File: config.mk
export PLATFORM = sky130hd
export DESIGN_NAME = dmem_arbiter
export DESIGN_NICKNAME = d
export VERILOG_FILES = /design/src/rtl/dmem_arb_pkg.sv /design/src/rtl/dmem_arb_grant.sv /design/src/rtl/dmem_arbiter.sv
export SDC_FILE = /design/constraint.sdc
export NUM_CORES = 1
export LEC_CHECK = 0
export ABC_AREA = 1
export CAP_MARGIN = 20
export CORE_AREA = 2 2 118 120
export CTS_CLUSTER_DIAMETER = 30
export DETAILED_ROUTE_END_ITERATION = 8
export DIE_AREA = 0 0 120 122
export PLACE_DENSITY = 0.53
export SETUP_SLACK_MARGIN = 0.02
export SLEW_MARGIN = 20
export SYNTH_ARGS = -nofsm -noshare
export SYNTH_HDL_FRONTEND = slang
export SYNTH_HIERARCHICAL = 1
export SYNTH_SLANG_ARGS = --single-unit
File: constraint.sdc
create_clock -name clock -period 2.5 [get_ports clock]
set_input_delay 0.625 -clock clock [delete_from_list [all_inputs] [get_ports clock]]
set_output_delay 0.625 -clock clock [all_outputs]
set_load 0.01 [all_outputs]
File: src/rtl/dmem_arb_pkg.sv
// Shared definitions for the data-memory arbiter: requester IDs, the
// pending-response entry and the default word-index width.
package dmem_arb_pkg;

  // Default word-index width; the memory holds 2**ADDR_W words.
  localparam int ADDR_W_DEFAULT = 5;

  // Requester identifiers, also used as the round-robin pointer encoding.
  localparam logic REQ_CORE = 1'b0;
  localparam logic REQ_DBG  = 1'b1;

  // Bookkeeping for the one request in flight between issue and response.
  typedef struct packed {
    logic valid;
    logic id;
    logic is_read;
    logic err;
  } pend_t;

endpackage

File: src/rtl/dmem_arb_grant.sv
// Combinational grant logic for the data-memory arbiter.
// Produces a one-hot grant (bit 0 = core, bit 1 = dbg).
// Build option: DMEM_ARB_ROUND_ROBIN_EN selects round-robin arbitration
// steered by ptr; without it, the core always beats dbg and ptr is ignored.
module dmem_arb_grant
  import dmem_arb_pkg::*;
(
  input  logic       core_valid,
  input  logic       dbg_valid,
  input  logic       ptr,
  output logic [1:0] grant
);

`ifdef DMEM_ARB_ROUND_ROBIN_EN
  // Contention goes to the favoured requester; a lone requester always wins.
  always_comb begin
    grant = 2'b00;
    if (core_valid && dbg_valid) begin
      if (ptr == REQ_DBG) begin
        grant = 2'b10;
      end else begin
        grant = 2'b01;
      end
    end else if (core_valid) begin
      grant = 2'b01;
    end else if (dbg_valid) begin
      grant = 2'b10;
    end else begin
      grant = 2'b00;
    end
  end
`else
  // The pointer has no meaning under fixed priority.
  logic unused_ptr_s;
  assign unused_ptr_s = ptr;

  // Fixed priority: the core pipeline is never stalled by the debug port.
  always_comb begin
    grant = 2'b00;
    if (core_valid) begin
      grant = 2'b01;
    end else if (dbg_valid) begin
      grant = 2'b10;
    end else begin
      grant = 2'b00;
    end
  end
`endif

endmodule

File: src/rtl/dmem_arbiter.sv
// Arbiter sharing the single-port data memory between the core MEM stage
// and the debug/loader port. One request is issued per cycle; its response
// appears exactly one cycle later on the requester that issued it.
// Build option: DMEM_ARB_ROUND_ROBIN_EN enables round-robin arbitration
// (otherwise fixed priority, core first, and no pointer register exists).
module dmem_arbiter
  import dmem_arb_pkg::*;
#(
  parameter int ADDR_W = ADDR_W_DEFAULT
) (
  input  logic        clock,
  input  logic        reset,
  input  logic        core_req_valid,
  input  logic        core_req_we,
  input  logic [31:0] core_req_addr,
  input  logic [31:0] core_req_wdata,
  output logic        core_req_ready,
  output logic        core_rsp_valid,
  output logic [31:0] core_rsp_rdata,
  output logic        core_rsp_err,
  input  logic        dbg_req_valid,
  input  logic        dbg_req_we,
  input  logic [31:0] dbg_req_addr,
  input  logic [31:0] dbg_req_wdata,
  output logic        dbg_req_ready,
  output logic        dbg_rsp_valid,
  output logic [31:0] dbg_rsp_rdata,
  output logic        dbg_rsp_err,
  output logic        mem_write,
  output logic        mem_read,
  output logic [31:0] mem_address,
  output logic [31:0] mem_write_data,
  input  logic [31:0] mem_result
);

  logic [1:0]  grant_s;
  logic        ptr_s;
  logic        core_valid_s;
  logic        dbg_valid_s;
  logic        win_we_s;
  logic [31:0] win_addr_s;
  logic [31:0] win_wdata_s;
  logic        accept_s;
  logic        err_s;
  pend_t       pend_r;

  // Nothing is granted while reset is held, so every output reads 0.
  assign core_valid_s = core_req_valid & ~reset;
  assign dbg_valid_s  = dbg_req_valid & ~reset;

  dmem_arb_grant u_grant (
    .core_valid (core_valid_s),
    .dbg_valid  (dbg_valid_s),
    .ptr        (ptr_s),
    .grant      (grant_s)
  );

`ifdef DMEM_ARB_ROUND_ROBIN_EN
  logic ptr_r;

  // Hand priority to the other side whenever the favoured side is served.
  always_ff @(posedge clock) begin
    if (reset) begin
      ptr_r <= REQ_CORE;
    end else if (grant_s[ptr_r]) begin
      ptr_r <= ~ptr_r;
    end else begin
      ptr_r <= ptr_r;
    end
  end

  assign ptr_s = ptr_r;
`else
  assign ptr_s = REQ_CORE;
`endif

  assign core_req_ready = grant_s[0];
  assign dbg_req_ready  = grant_s[1];
  assign accept_s       = |grant_s;

  // Route the granted requester's fields onto the shared issue path.
  always_comb begin
    win_we_s    = 1'b0;
    win_addr_s  = 32'd0;
    win_wdata_s = 32'd0;
    if (grant_s[1]) begin
      win_we_s    = dbg_req_we;
      win_addr_s  = dbg_req_addr;
      win_wdata_s = dbg_req_wdata;
    end else if (grant_s[0]) begin
      win_we_s    = core_req_we;
      win_addr_s  = core_req_addr;
      win_wdata_s = core_req_wdata;
    end else begin
      win_we_s    = 1'b0;
    end
  end

  // Misaligned or beyond the last word: accepted, answered, never issued.
  assign err_s = accept_s &&
                 ((win_addr_s[1:0] != 2'b00) ||
                  (win_addr_s[31:ADDR_W+2] != {(30-ADDR_W){1'b0}}));

  // Drive the memory only for a clean accepted request; idle otherwise.
  always_comb begin
    mem_write      = 1'b0;
    mem_read       = 1'b0;
    mem_address    = 32'd0;
    mem_write_data = 32'd0;
    if (accept_s && !err_s) begin
      mem_address = {{(32-ADDR_W){1'b0}}, win_addr_s[ADDR_W+1:2]};
      if (win_we_s) begin
        mem_write      = 1'b1;
        mem_write_data = win_wdata_s;
      end else begin
        mem_read = 1'b1;
      end
    end else begin
      mem_write = 1'b0;
    end
  end

  // Remember who was served so the next cycle can route the response.
  always_ff @(posedge clock) begin
    if (reset) begin
      pend_r <= '0;
    end else begin
      pend_r.valid   <= accept_s;
      pend_r.id      <= grant_s[1];
      pend_r.is_read <= accept_s & ~win_we_s;
      pend_r.err     <= err_s;
    end
  end

  // Return the memory's registered result to the requester that asked.
  always_comb begin
    core_rsp_valid = 1'b0;
    core_rsp_rdata = 32'd0;
    core_rsp_err   = 1'b0;
    dbg_rsp_valid  = 1'b0;
    dbg_rsp_rdata  = 32'd0;
    dbg_rsp_err    = 1'b0;
    if (!reset && pend_r.valid) begin
      if (pend_r.id == REQ_DBG) begin
        dbg_rsp_valid = 1'b1;
        dbg_rsp_err   = pend_r.err;
        if (pend_r.is_read && !pend_r.err) begin
          dbg_rsp_rdata = mem_result;
        end else begin
          dbg_rsp_rdata = 32'd0;
        end
      end else begin
        core_rsp_valid = 1'b1;
        core_rsp_err   = pend_r.err;
        if (pend_r.is_read && !pend_r.err) begin
          core_rsp_rdata = mem_result;
        end else begin
          core_rsp_rdata = 32'd0;
        end
      end
    end else begin
      core_rsp_valid = 1'b0;
    end
  end

endmodule

# --- Word-level counts from Yosys, hierarchy flattened ---
# Cells that the tools add are included.
classes:
  muxes: 28
  shift: 0
  multipliers: 0
  n_eq_ne: 0
  magnitude_cmp: 0
  n_bitwise: 5
  reduce_logical: 11
  add_sub_neg: 0
  n_div: 0
op_table:
  columns: ["cell", "count"]
  rows:
  - ["two-way mux 32 bit", 11]
  - ["nonzero test 25 bit", 1]
  - ["two-way mux 1 bit", 14]
  - ["two-way mux 5 bit", 1]
  - ["logical AND 1 bit", 4]
  - ["two-way mux 2 bit", 2]
  - ["AND 1 bit", 3]
  - ["logical NOT 1 bit", 3]
  - ["inverter 1 bit", 2]
  - ["nonzero test 2 bit", 1]
  - ["OR reduction 2 bit", 1]
  - ["logical OR 1 bit", 1]
totals:
  wordCells: 48
  romBits: 0
  mem_count: 0
  register_bits: 4
  latch_bits: 0
  inputBits: 166
  ram_bits: 0

# --- Logic depth before layout (Yosys ltp) ---
logic_depth:
  ltp_word: 12
  mapped_depth: 12
  depth_no_buf: 11

# --- Cells and area by module ---
# The synthesis kept the hierarchy.
modules_own_cells:
  columns: ["module", "cells_each", "n_inst", "area_per_inst_um2", "seq_area_each_um2"]
  rows:
  - ["dmem_arbiter", 355, 1, 1788.0, 80.1]
  - ["dmem_arb_grant", 3, 1, 17.5, 0.0]

# --- Worst setup path after synthesis ---
# Ideal clock, no wire load.
synth_timing:
  path_type: "in2out"
  startpoint: "input dbg_req_valid"
  endpoint: "output mem_write_data[23]"
  arrival_ns: 1.810
  path_slack_ns: 0.065
  cell_stages: 9
  path_cell_list: "inv_1 -> nor2_1 -> inv_1 -> nor2_2 -> buf_2 -> buf_2 -> a22o_1 -> nand2_1 -> nor2_1"
synth_between:
  elab_chain_len: 10
  elab_cells_between_ends: 15
  cone_classes: "7 x mux; 1 x bitwise; 7 x reduce/logical"
synth_lines:
  columns: ["item", "line", "source"]
  rows:
  - ["start, declared", "dmem_arbiter.sv:21", "input logic dbg_req_valid,"]
  - ["AND 1 bit (*)", "dmem_arbiter.sv:49", "assign dbg_valid_s = dbg_req_valid & ~reset;"]
  - ["net dbg_valid_s", "dmem_arbiter.sv:39", "logic dbg_valid_s;"]
  - ["two-way mux 2 bit (*)", "dmem_arb_grant.sv:42", "end else if (dbg_valid) begin"]
  - ["two-way mux 2 bit (*)", "dmem_arb_grant.sv:40", "if (core_valid) begin"]
  - ["net dbg_req_ready", "dmem_arbiter.sv:25", "output logic dbg_req_ready,"]
  - ["two-way mux 32 bit", "dmem_arbiter.sv:86", "if (grant_s[1]) begin"]
  - ["nonzero test 25 bit / nonzero test 2 bit (equally long branches)", "dmem_arbiter.sv:102, dmem_arbiter.sv:101", null]
  - ["logical OR 1 bit", "dmem_arbiter.sv:101", "((win_addr_s[1:0] != 2'b00) ||"]
  - ["logical AND 1 bit", "dmem_arbiter.sv:100", "assign err_s = accept_s &&"]
  - ["logical NOT 1 bit", "dmem_arbiter.sv:110", "if (accept_s && !err_s) begin"]
  - ["logical AND 1 bit", "dmem_arbiter.sv:110", null]
  - ["two-way mux 32 bit (*)", "dmem_arbiter.sv:110", null]
  - ["end, declared", "dmem_arbiter.sv:32", "output logic [31:0] mem_write_data,"]
# Mark *: on every way through the listed nets, which the timed path passes. The rest lies on a longest branch.

# --- Worst setup path in the final report ---
layout_timing:
  startpoint: "input dbg_req_addr[21]"
  endpoint: "output mem_write_data[31]"
layout_between:
  elab_chain_len: 7
layout_lines:
  columns: ["item", "line", "source"]
  rows:
  - ["start, declared", "dmem_arbiter.sv:23", "input logic [31:0] dbg_req_addr,"]
  - ["two-way mux 32 bit", "dmem_arbiter.sv:86", null]
  - ["nonzero test 25 bit", "dmem_arbiter.sv:102", "(win_addr_s[31:ADDR_W+2] != {(30-ADDR_W){1'b0}}));"]
  - ["logical OR 1 bit", "dmem_arbiter.sv:101", null]
  - ["logical AND 1 bit", "dmem_arbiter.sv:100", null]
  - ["logical NOT 1 bit", "dmem_arbiter.sv:110", null]
  - ["logical AND 1 bit", "dmem_arbiter.sv:110", null]
  - ["two-way mux 32 bit", "dmem_arbiter.sv:110", null]
# Every way passes these cells.

==> run_results.csv <==
group,metric,value,unit
floorplan,fp-row-count,43,
cells_and_area,insertedDiodeCount,0,
global_routing,grt-ovfl-total,0,
route,viasPerCell,4.11,
route,ant_nets,0,
floorplan,chipWidth,120,microns
floorplan,core_area,13500,sq um
critical_path,crit_required,1880,ps
clocking,path_clk_slew,30,ps
critical_path,cp_data_arrival_time,2010,ps
floorplan,ios,302,
yosys,synth.top_cell.area_share,0.235,
route,drt_iter0_drc,100,
yosys,syn-cell-area,1810,sq um
cells_and_area,fin_util,0.418,
placed_design,place_congestion,0.751,
clocking,tritoncts,"built",
critical_path,critPathLaunchType,"input pin",
yosys,yosys_warnings,6,
clocking,htree_levels,1,
hold_path,hp-class,"in2reg",
clocking,clockRootBuffer,"clkbuf_16",
critical_path,path_class,"in2out",
placed_design,io_buffers,274,
global_routing,antenna_found_initial,0,
floorplan,initial_core_util,0.134,
placed_design,hpwl,8.20,mm
power_and_ir_drop,totalPowerFinal,1.08,mW
route,drc_errors,0,
clocking,clk_path_buf_depth,2,
critical_path,crit_fanout,5,
yosys,netlist.top_cell.by_area,"nor2_1",
cells_and_area,top_regs,"pend_r x4",
floorplan,die_h,122,microns
outcome,violations,"negative setup slack",
sta,period_share,1.05,
clocking,cts_buffers,3,
sta,setup_violations,36,
yosys,synth.top_cells.by_area,"nor2_1 23%, nand2_1 17%, a22o_1 16%",
clocking,clock-sinks,4,
global_routing,grt_max_degree,35,
yosys,ys_seq_elements,4,
flow_run,drv_cap,0,
cells_and_area,layoutNonFillerInstCount,848,
hold_path,hp-start,"reset",
sta,slew_violations,0,
placed_design,place_inst,810,
route,wl_per_cell,14.5,microns
global_routing,grt_pass1_wl,17.3,mm
cells_and_area,num-nets-final,836,
route,firstDrtPassIters,4,
power_and_ir_drop,power_density,191,nW/um^2
critical_path,crit_path_end_kind,"output port",
outcome,status,"finished with violations",
critical_path,crit_path_start,"dbg_req_addr[21]",
yosys,synth_cell_types,23,
sta,finalCriticalPeriod,2640,ps
sta,setup_ws,-137,ps
cells_and_area,syn_to_final_growth,213,%
power_and_ir_drop,total_leakage_power,2.74,nW
cells_and_area,largest-register,"pend_r",
power_and_ir_drop,ir_drop,180,uV
cells_and_area,largest_reg_flops,4,
sta,hold_violations,0,
route,routed_wl,12.3,mm
floorplan,die_area,14600,sq um
yosys,syn_avg_cell_area,5.04,sq um
sta,rsz0062_at_grt,"true",
route,vias,3482,
yosys,yosysSeqAreaShare,0.0444,
yosys,netlist_instances,358,
global_routing,grt_pass1_vias,3372,
cells_and_area,drive_gt1_frac,0.388,
global_routing,track_usage,0.148,
sta,max_freq,379,MHz
report_power, final:
group | leakage (nW) | switching (mW) | internal (mW) | total (mW)
Sequential | 0.0330 | 0.00257 | 0.0680 | 0.0706
Combinational | 2.67 | 0.311 | 0.448 | 0.759
Clock | 0.0370 | 0.0439 | 0.204 | 0.248
Total | 2.74 | 0.358 | 0.720 | 1.08
placed cells by master, fill, tap and decap left out, types with 5 or more instances in the layout:
cell type,instances
clkdlybuf4s50_1,110
nor2_1,79
dlygate4sd2_1,61
nand2_1,48
buf_2,44
buf_6,43
nor2_4,31
a22o_1,28
conb_1,27
inv_1,25
nand2_2,23
buf_4,21
clkbuf_2,17
nor2_2,14
nor3_1,12
nand2_4,11
clkdlybuf4s15_1,10
buf_16,9
buf_12,9
inv_2,8
clkbuf_16,7
a22oi_2,5
worst max-delay path: stages:
cell,delay [ps]
buf_6,90
nor2_4,90
and2_4,140
nand2_2,40
nor2_2,120
nand2_2,80
nand2_2,90
nand3_4,140
buf_12,190
clkbuf_16,170
nor2_4,120
buf_6,110
kinds of logic after synthesis:
group,Yosys count,share of synthesized area
simple gates,226,0.508
flops,4,0.0444
buf+inv,88,0.260
compound gates,39,0.186
other cells,1,0.00208
layer usage:
layer	global-route usage	part of all wire	vias to the layer above
met5	0	0	-
met4	0.0426	0.029	0
met3	0.0356	0.10	25
met2	0.288	0.54	212
met1	0.155	0.33	1552
li1	-	-	1693
path summary, 6_finish.rpt:
| check | endpoint | slack (ps) | cells past startpoint |
|---|---|---|---|
| worst max-delay path | mem_write_data[31] | -140 | 12 |
| worst min-delay path | pend_r[2]$_SDFF_PP0_ | 700 | 3 |
cells in the mapped netlist:
master,n
nor2_1,113
nand2_1,81
a22o_1,32
inv_1,30
buf_4,29
nor3_1,14
buf_2,12
nor2_2,11
clkbuf_1,9
a22oi_1,5
inv_2,5
dfxtp_1,4
and2_1,2
buf_6,2
a21oi_1,1
a22oi_2,1
clkinv_1,1
conb_1,1
nand2_2,1
nand3_1,1
nand3_2,1
nand4_1,1
nor3_2,1
timing repair:
item                                    in CTS  in global routing
endpoints found under the setup margin     109                 44
resized for setup                          471                131
hold buffers                                 0                  0
setup buffers                               22                  4
pin swaps                                   64                 67
cloned                                      13                  4
area by class of cell:
cell class,count,area (sq um)
inverters,36,148
repair buffers,333,3300
clock buffers,3,75.1
well taps,180,225
fillers,1423,7850
flip-flops and latches,4,80.1
multi-input cells,292,1820
per-stage QoR:
stage               area (sq um)  setup slack [ps]  hold WS, ps  TNS [ps]
floorplan                   1900              65.4          694         0
global placement            4820              -852         1370    -64630
detailed placement          4820              -872         1370    -67120
CTS                         5300              -288          696     -6580
global route                5650              -249          718     -6450
finish                      5650              -137          697     -2990
Power figures use the tool's default switching activity.
